==> src/rtl/ms_pkg.sv <==
// ms_pkg: shared sizes, FSM states and BCD vector type for the multiplier/BCD datapath.
package ms_pkg;

    localparam int DW = 8;
    localparam int PW = 2 * DW + 1;
    localparam int ND = 6;

    typedef enum logic [1:0] {IDLE, CONV, LOAD} bcd_state_t;

    typedef logic [4*ND-1:0] bcd_t;

    function automatic longint unsigned pow10(input int n);
        longint unsigned p;
        p = 64'd1;
        for (int i = 0; i < n; i++) p = p * 64'd10;
        return p;
    endfunction

endpackage

==> src/rtl/bcd_digit_adj.sv <==
// bcd_digit_adj: double-dabble correction cell, adds 3 to a digit of 5 or more.
module bcd_digit_adj (
    input  logic [3:0] i_digit,
    output logic [3:0] o_digit
);

    assign o_digit = (i_digit >= 4'd5) ? i_digit + 4'd3 : i_digit;

endmodule

==> src/rtl/product_bcd.sv <==
// product_bcd: captures the multiplier product on its done pulse and converts it
// to packed BCD with a bit-serial shift-and-add-3 loop.
module product_bcd
    import ms_pkg::*;
(
    input  logic          i_clk,
    input  logic          i_rst,
    input  logic          i_start,
    input  logic [PW-1:0] i_product,
    output bcd_t          o_bcd,
    output logic          o_busy,
    output logic          o_done
);

    localparam int CW = $clog2(PW + 1);

    if (pow10(ND) <= (64'd1 << PW)) begin : g_capacity_check
        $error("product_bcd: ND digits cannot hold a PW-bit product");
    end

    bcd_state_t      r_state;
    logic [CW-1:0]   r_cnt;
    logic [PW-1:0]   r_bin;
    bcd_t            r_scratch;
    bcd_t            r_bcd;
    logic            r_busy;
    logic            r_done;
    bcd_t            w_adj;
    bcd_t            w_shifted;
    logic            w_unused_msb;

    genvar g;
    for (g = 0; g < ND; g++) begin : g_adj
        bcd_digit_adj u_adj (
            .i_digit (r_scratch[4*g +: 4]),
            .o_digit (w_adj[4*g +: 4])
        );
    end

    // Top digit never carries out because the digit count covers the full product range.
    assign {w_unused_msb, w_shifted} = {w_adj, r_bin[PW-1]};

    always_ff @(posedge i_clk or negedge i_rst) begin
        if (!i_rst) begin
            r_state   <= IDLE;
            r_cnt     <= '0;
            r_bin     <= '0;
            r_scratch <= '0;
            r_bcd     <= '0;
            r_busy    <= 1'b0;
            r_done    <= 1'b0;
        end else begin
            r_done <= 1'b0;
            case (r_state)
                IDLE: if (i_start) begin
                    r_bin     <= i_product;
                    r_scratch <= '0;
                    r_cnt     <= CW'(PW);
                    r_busy    <= 1'b1;
                    r_state   <= CONV;
                end
                CONV: begin
                    r_scratch <= w_shifted;
                    r_bin     <= {r_bin[PW-2:0], 1'b0};
                    r_cnt     <= r_cnt - 1'b1;
                    if (r_cnt == CW'(1)) r_state <= LOAD;
                end
                LOAD: begin
                    r_bcd   <= r_scratch;
                    r_done  <= 1'b1;
                    r_busy  <= 1'b0;
                    r_state <= IDLE;
                end
                default: r_state <= IDLE;
            endcase
        end
    end

    assign o_bcd  = r_bcd;
    assign o_busy = r_busy;
    assign o_done = r_done;

endmodule

==> config.mk <==
export PLATFORM = sky130hd
export DESIGN_NAME = product_bcd
export DESIGN_NICKNAME = d
export VERILOG_FILES = /design/src/rtl/ms_pkg.sv /design/src/rtl/bcd_digit_adj.sv /design/src/rtl/product_bcd.sv
export SDC_FILE = /design/constraint.sdc
export NUM_CORES = 1
export LEC_CHECK = 0
export CORE_ASPECT_RATIO = 1.2
export CORE_MARGIN = 4
export CORE_UTILIZATION = 49
export CTS_CLUSTER_DIAMETER = 200
export DETAILED_ROUTE_END_ITERATION = 16
export GPL_TIMING_DRIVEN = 0
export HOLD_SLACK_MARGIN = 0.03
export PLACE_DENSITY = 0.69
export SLEW_MARGIN = 20
export SYNTH_ARGS = -nofsm -noshare
export SYNTH_HDL_FRONTEND = slang
export SYNTH_SLANG_ARGS = --single-unit
==> constraint.sdc <==
create_clock -name i_clk -period 4.3 [get_ports i_clk]
set_clock_uncertainty 0.1 [all_clocks]
set_input_delay 0.43 -clock i_clk [delete_from_list [all_inputs] [get_ports i_clk]]
set_output_delay 0.43 -clock i_clk [all_outputs]
set_load 0.1 [all_outputs]
---- After elaboration in Yosys (flattened, before gate mapping) ----
Cells that the tools add are included.
word-level totals
  bits in registers ....................... 74
  output and inout bits ................... 26
  word-level logic and storage cells ...... 49
operators by class
  add/sub/neg operators ................... 7
  $lt $le $gt $ge ......................... 6
  eq/ne operators ......................... 5
  muxes and demuxes ....................... 18
  reductions and logical operators ........ 6
operator list
  cell                                                               count
  one-hot mux 24 bit (2 select lines)                                1
  one-hot mux 17 bit (2 select lines)                                1
  greater-or-equal comparator 4 x 3 -> 1 bit, second input constant  6
  2-to-1 mux 24 bit                                                  1
  adder 4 x 2 -> 4 bit, second input constant                        5
  2-to-1 mux 4 bit                                                   5
  2-to-1 mux 17 bit                                                  1
  one-hot mux 5 bit (2 select lines)                                 1
  AND reduction 2 bit                                                3
  equality test 5 x 1 -> 1 bit, second input constant                1
  2-to-1 mux 5 bit                                                   1
  subtractor 5 x 1 -> 5 bit, second input constant                   1
  2-to-1 mux 2 bit                                                   2
  inequality test 2 bit, second input constant                       2
  one-hot mux 2 bit (2 select lines)                                 1
  nonzero test 2 bit                                                 2
  adder 3 x 2 -> 3 bit, second input constant                        1
  2-to-1 mux 3 bit                                                   1
  equality test 2 x 1 -> 1 bit, second input constant                1
  equality test 2 bit, second input constant                         1
  logical NOT 2 bit                                                  1
  2-to-1 mux 1 bit                                                   2
  one-hot mux 1 bit (2 select lines)                                 1

---- Longest topological paths before layout ----
Gate-level depths: netlist of run 1.
  word-level depth ........................ 3
  gate-level depth with buffers ........... 6
  gate-level depth less buffers ........... 6

---- Modules after synthesis ----
From an unflattened synthesis of run 1, not the netlist that was laid out.
second synthesis, totals
  cell total of the unflattened synthesis .. 364
  area total of the unflattened synthesis .. 3,616.0 um^2
modules (own cells, without submodules)
  module         instances  cells each  area an instance (um^2)  seq. area each (um^2)
  product_bcd    1          268         3,007.9                  1,851.8
  bcd_digit_adj  6          16          101.3                    0.0

---- Worst setup path before layout of run 1 ----
Ideal clock, no wire load.
  path type ............................... register to register
  start ................................... register r_scratch[12]
  end ..................................... register r_scratch[14]
  arrival time ............................ 1,278 ps
  setup slack ............................. 2,801 ps
  stages on the path, launching flop included .. 7
  path buffers ............................ 0
  clock period less this slack ............ 1,499 ps
  path through ............................ dfrtp_1 -> inv_1 -> ha_1 -> nand2b_1 -> a21oi_1 -> mux2i_1 -> a22o_1
between the ends
  longest elaborated chain between the ends .. 3
  elaborated cells between the ends (all ways) .. 4
  those cells by class .................... 1 x add/sub; 1 x order compare; 2 x mux
RTL lines
  what                                                                                line                text
  start: declaration                                                                  product_bcd.sv:24   bcd_t r_scratch;
  start signal: assignment                                                            product_bcd.sv:63   r_scratch <= w_shifted;
  adder 4 x 2 -> 4 bit or greater-or-equal comparator 4 x 3 -> 1 bit (tied branches)  bcd_digit_adj.sv:7  assign o_digit = (i_digit >= 4'd5) ? i_digit + 4'd3 : i_digit;
  2-to-1 mux 4 bit (*)                                                                bcd_digit_adj.sv:7
  one-hot mux 24 bit (2 select lines) (*)                                             product_bcd.sv:54   case (r_state)
Mark *: on every way between the ends. The rest lies on a longest branch, timed or not.
A chain may end at the register's enable or synchronous reset.

---- Worst setup path in the final report of run 1 ----
  start ................................... register r_bcd[20] (netlist: o_bcd[20])
  end ..................................... output port o_bcd[20]
RTL lines
  what                      line               text
  start: declaration        product_bcd.sv:25  bcd_t r_bcd;
  start signal: assignment  product_bcd.sv:69  r_bcd <= r_scratch;
  end: declaration          product_bcd.sv:10  output bcd_t o_bcd,
No word-level cell between the ends.

==> results of run 1 <==
[logic make-up (layout without fill, tap and decap cells)]
family,Yosys count,in the layout,share of synthesized area
xor gates and xnor gates,10,10,0.02606
AOI/OAI and AO/OA,87,87,0.1519
buffers and inverters,33,96,0.04170
DFF,74,74,0.5510
adders and majority gates,14,14,0.05212
and+or+nand+nor,86,86,0.1191
muxes,18,18,0.05808
[routing by layer]
| metal | track usage | part of all wire | up-vias |
|---|---|---|---|
| met4 | 0.08045 | 0.020 | 0 |
| met1 | 0.2397 | 0.44 | 1276 |
| li1 | - | - | 1225 |
| met2 | 0.3062 | 0.50 | 55 |
| met3 | 0.02592 | 0.036 | 11 |
| met5 | 0 | 0 | - |
[sequential cells by signal, indices dropped and copies added, names as in the netlist]
name,cells
r_bin,17
r_cnt,5
o_bcd,24
r_state,2
o_done,1
o_busy,1
r_scratch,24
[how the worst min path moves through the flow]
stage / cells after the start / slack [ns] / endpoint / from
3_3_place_gp: 2 / 0.36 / o_bcd[21] / o_bcd[21]
6_report: 2 / 0.39 / r_scratch[21] / r_scratch[21]
2_1_floorplan: 0 / 0.03 / o_bcd[0] / i_rst
3_5_place_dp: 1 / 0.31 / o_bcd[9] / i_rst
4_1_cts: 2 / 0.39 / r_scratch[21] / r_scratch[21]
5_1_grt: 2 / 0.42 / r_scratch[0] / r_bin[16]
[synth_stat cells (2+ instances only)]
master,instances,area share
o21ai_0,52,0.077
nand2b_1,9,0.017
xnor2_1,6,0.016
nor3_1,6,0.0089
nand3_1,11,0.016
nor2_1,2,0.0022
or4_1,2,0.0045
xor2_1,4,0.010
a22oi_1,15,0.034
clkbuf_1,6,0.0067
buf_2,9,0.013
mux2i_1,6,0.018
o31ai_1,5,0.011
a22o_1,6,0.016
mux2_2,12,0.040
inv_1,16,0.018
nand2_1,49,0.055
a21oi_1,8,0.012
ha_1,14,0.052
dfrtp_1,74,0.55
[stage by stage]
stage,cells,hold slack [ns],cell area [sq um],util,setup slack [ns]
CTS,470,0.3871,4124,0.6280,1.901
global placement,452,0.3624,3918,0.5966,0.1303
finish,470,0.3870,4124,0.6280,1.929
floorplan,322,0.03441,3361,-,2.801
global route,470,0.4185,4124,0.6280,1.876
detailed placement,453,0.3073,3935,0.5993,2.278
[cell type report]
| class | count | area [sq um] | area share |
|---|---|---|---|
| Sequential cell | 74 | 1852 | 0.4490 |
| Multi-Input combinational cell | 215 | 1369 | 0.3319 |
| Timing Repair Buffer | 47 | 478.0 | 0.1159 |
| Clock buffer | 13 | 138.9 | 0.03368 |
| Tap cell | 85 | 106.4 | 0.02579 |
| Buffer | 17 | 80.08 | 0.01942 |
| Inverter | 16 | 60.06 | 0.01456 |
| Clock inverter | 3 | 40.04 | 0.009709 |
[what timing repair did]
action / CTS / global route
endpoints found under the hold margin: 33 / 0
setup buffers: 0 / 0
hold buffers: 1 / 0
==> metrics.cfg, run 1 <==
[critical_path]
critPathSlowestCell=clkdlybuf4s50_1
start_kind=register
cp.depth=1
worst-r2r-setup-slack_ns=2.61
r2r_start=r_scratch[0]
critPathArrivalTime_ns=1.84
cp_max_fo=2
critPathCapture=o_bcd[20]
critical_path_required_ns=3.77
reg2reg_to=r_scratch[2]
cp_num_buf_inv=1
r2r_cells=6
path_class=reg2out
critPathMaxStageDelay_ns=1.14
cp_top_family=buffers and inverters
critical_path.cell_chain=clkdlybuf4s50_1
startpoint=o_bcd[20]
worstSetupEndpointType=primary output

[synthesis]
synth_fp_nets=356
yosys_warnings=0
ys_seq_area_frac=0.5510
syn-cell-area_sq_mm=0.003361
ys_ff_latch=74
synth-async-reset-ratio=1.000
synth_edf_count=0
synth_cell_types=30
syn_area_per_cell_sq_um=10.44
synth_ff_type=dfrtp_1
synth_cells=322

[clocking]
clk_pin_slew_ns=0.07
cts_root_buf=clkbuf_8
cts_buffers=9
cts_sinks=74
clock_path_buffers=2
cts_tree=done
h-tree-depth=3
insertion_delay_ns=0.34
cts.repair.resized=0

[sta]
setup_viol=0
rsz0062_at_grt=no
maxSlewHeadroom=0.3391
post-route-period-util=0.5515
min_period_ns=2.371
setup_tns_ns=0
clock.fmax_mhz=421.7
hold_viol=0
drv_slew=0
tightest_slew_ns=0.9883

[drt]
dr.first_iter.drc_count=141
wl_per_cell_um=14.98
drc=0
via_per_inst=5.462
drt_first_pass_iters=4
via_count=2567
totalWireLength_um=7039
ant_nets=0

[grt]
antenna_found_initial=0
grt_pass1_vias=2569
overflow=0
grt_start_max_net_pins=42
grtUsageTotal=0.1838
grt_pass1_wl_um=12240

[min_path]
min_path_type=reg2reg

[placed_design]
numPortBuffers=45
place.gp.congestion=0.8042
dpl.hpwl_um=4982

[floorplan]
top_level_ports=46
die_h_um=98.72
coreArea_sq_mm=0.006566
dieArea_sq_mm=0.008253
die_w_um=83.60
initial_utilization=0.5118
rows=32

[finish]
final_layout_size_suffix_gt1_frac=0.1013
layout_commonest_cell=dfrtp_1
nNetsFinal=414
layout_common_cells=74 x dfrtp_1, 52 x o21ai_0, 49 x nand2_1, 44 x clkdlybuf4s50_1, 16 x inv_1
diodes=0
nFillCells=584
syn_to_final_growth_pct=22.71

[run_status]
status=completed

[flow_run]
cap_viol_max_count=0

Power of run 1 is not shown: default switching activity piles up to over one toggle a cycle in this logic, so the estimate is an artifact.
==> run 2, diff against run 1 <==
--- a/config.mk
+++ b/config.mk
@@ -12,7 +12,7 @@
 export DETAILED_ROUTE_END_ITERATION = 16
 export GPL_TIMING_DRIVEN = 0
 export HOLD_SLACK_MARGIN = 0.03
-export PLACE_DENSITY = 0.69
+export PLACE_DENSITY = 0.71
 export SLEW_MARGIN = 20
 export SYNTH_ARGS = -nofsm -noshare
 export SYNTH_HDL_FRONTEND = slang
==> constraint.sdc (replaced) <==
create_clock -name i_clk -period 1.9 [get_ports i_clk]
set_clock_uncertainty 0.1 [all_clocks]
set_input_delay 0.19 -clock i_clk [delete_from_list [all_inputs] [get_ports i_clk]]
set_output_delay 0.19 -clock i_clk [all_outputs]
set_load 0.1 [all_outputs]
==> run 2 against run 1 <==
Register-to-register slack worse by 2.4 ns. Critical path depth stayed put. Sequential share of layout area is 0.40 points lower. Critical endpoint is now o_bcd[11]. Worst hold slack worse by 0.21 ns. First-iteration DRC count is 21% higher. Utilization is 0.57 points higher.
==> metrics.cfg, run 2 (synthesis results as in run 1) <==
[floorplan]
initial_utilization=0.5118
die_h_um=98.72
rows=32
coreArea_sq_mm=0.006566
die_w_um=83.60
top_level_ports=46
dieArea_sq_mm=0.008253

[drt]
ant_nets=0
via_per_inst=5.440
wl_per_cell_um=14.80
drc=0
dr.first_iter.drc_count=170
via_count=2557
totalWireLength_um=6954
drt_first_pass_iters=4

[clocking]
cts_buffers=9
cts_tree=done
cts_root_buf=clkbuf_8
insertion_delay_ns=0.34
clk_pin_slew_ns=0.08
cts_sinks=74
h-tree-depth=3
clock_path_buffers=2
post_cts_buffers=0

[sta]
tightest_slew_ns=0.9684
clock.fmax_mhz=541.5
worst_hold_slack_ns=0.1738
hold_viol=0
setup_viol=0
rsz0062_at_grt=no
min_period_ns=1.847
drv_slew=0
post-route-period-util=0.9719
maxSlewHeadroom=0.3570

[grt]
grt_start_max_net_pins=54
busiest_layer=met2
use_met1=0.2357
grtUsageTotal=0.1853
grt_pass1_vias=2618
met3_usage=0.03763
grt_pass1_wl_um=12340
overflow=0
antenna_found_initial=0
grtUsageMet2=0.3123

[critical_path]
cp_top_family=buffers and inverters
path_class=reg2out
cp_num_buf_inv=1
worstSetupEndpointType=primary output
cp_max_fo=2
critPathSlowestCell=dlygate4sd2_1
critical_path.cell_chain=dlygate4sd2_1
critical_path_required_ns=1.61
critPathArrivalTime_ns=1.56
start_kind=register
critPathMaxStageDelay_ns=0.86

[min_path]
min_path_type=in2async

[flow_run]
cap_viol_max_count=0

[finish]
nNetsFinal=414
final_layout_size_suffix_gt1_frac=0.1117
layout_commonest_cell=dfrtp_1
seqCellArea_sq_mm=0.001852
multi_input_area_sq_mm=0.001369
syn_to_final_growth_pct=23.83
nFillCells=572
layout_common_cells=74 x dfrtp_1, 52 x o21ai_0, 49 x nand2_1, 23 x dlygate4sd2_1, 18 x clkdlybuf4s50_1
diodes=0

[placed_design]
place.gp.congestion=0.7926
dpl.hpwl_um=4859
numPortBuffers=45

[run_status]
status=completed

[run 2: what timing repair did]
action,in CTS,in global routing
setup endpoints to repair,26,3
hold endpoints to repair,74,0
hold buffers,1,0
pin swaps,0,0
resized for setup,26,3
[run 2: per-stage QoR]
step	cell area, sq um	worst slack [ns]	std cells	TNS (ns)	utilization
after floorplan	3361	0.4007	322	0	-
after global placement	3918	-2.024	452	-149.44	0.5966
after detailed placement	3943	0.1244	453	0	0.6004
after CTS	4158	0.02243	470	0	0.6332
after global routing	4161	0.0003739	470	0	0.6338
final	4161	0.05341	470	0	0.6338
[run 2: final cells by class]
class                           instances  area share
Clock inverter                          4     0.01744
Timing Repair Buffer                   47      0.1097
Multi-Input combinational cell        215      0.3289
Tap cell                               85     0.02556
Buffer                                 17     0.01924
Inverter                               16     0.01443
Clock buffer                           12     0.03969
Sequential cell                        74      0.4450
[run 2: routing by layer]
metal  vias up  share of wire
met1      1276           0.47
met4         0          0.016
met2        43           0.48
met3         7          0.032
met5         -              0
li1       1231              -
[run 2: final timing paths]
kind	from	endpoint	slack, ns	depth (start not counted)
min in group i_clk	i_product[0]	r_bin[0]	0.32	3
worst min register to register	o_bcd[21]	o_bcd[21]	0.37	2
worst min-delay path	i_rst	o_bcd[11]	0.17	2
worst max-delay path	o_bcd[11]	o_bcd[11]	0.05	1
worst max register to register	r_state[1]	r_cnt[4]	0.23	5
max in group asynchronous	i_rst	r_state[0]	0.97	3
[run 2: worst register-to-register path, cell delays in order (launching register included)]
cell and delay, ns:
dfrtp_1 0.39, clkbuf_2 0.18, and2b_2 0.32, nand2_2 0.09, or4_1 0.41, nand3_1 0.11
Power of run 2 is left out for the same reason.
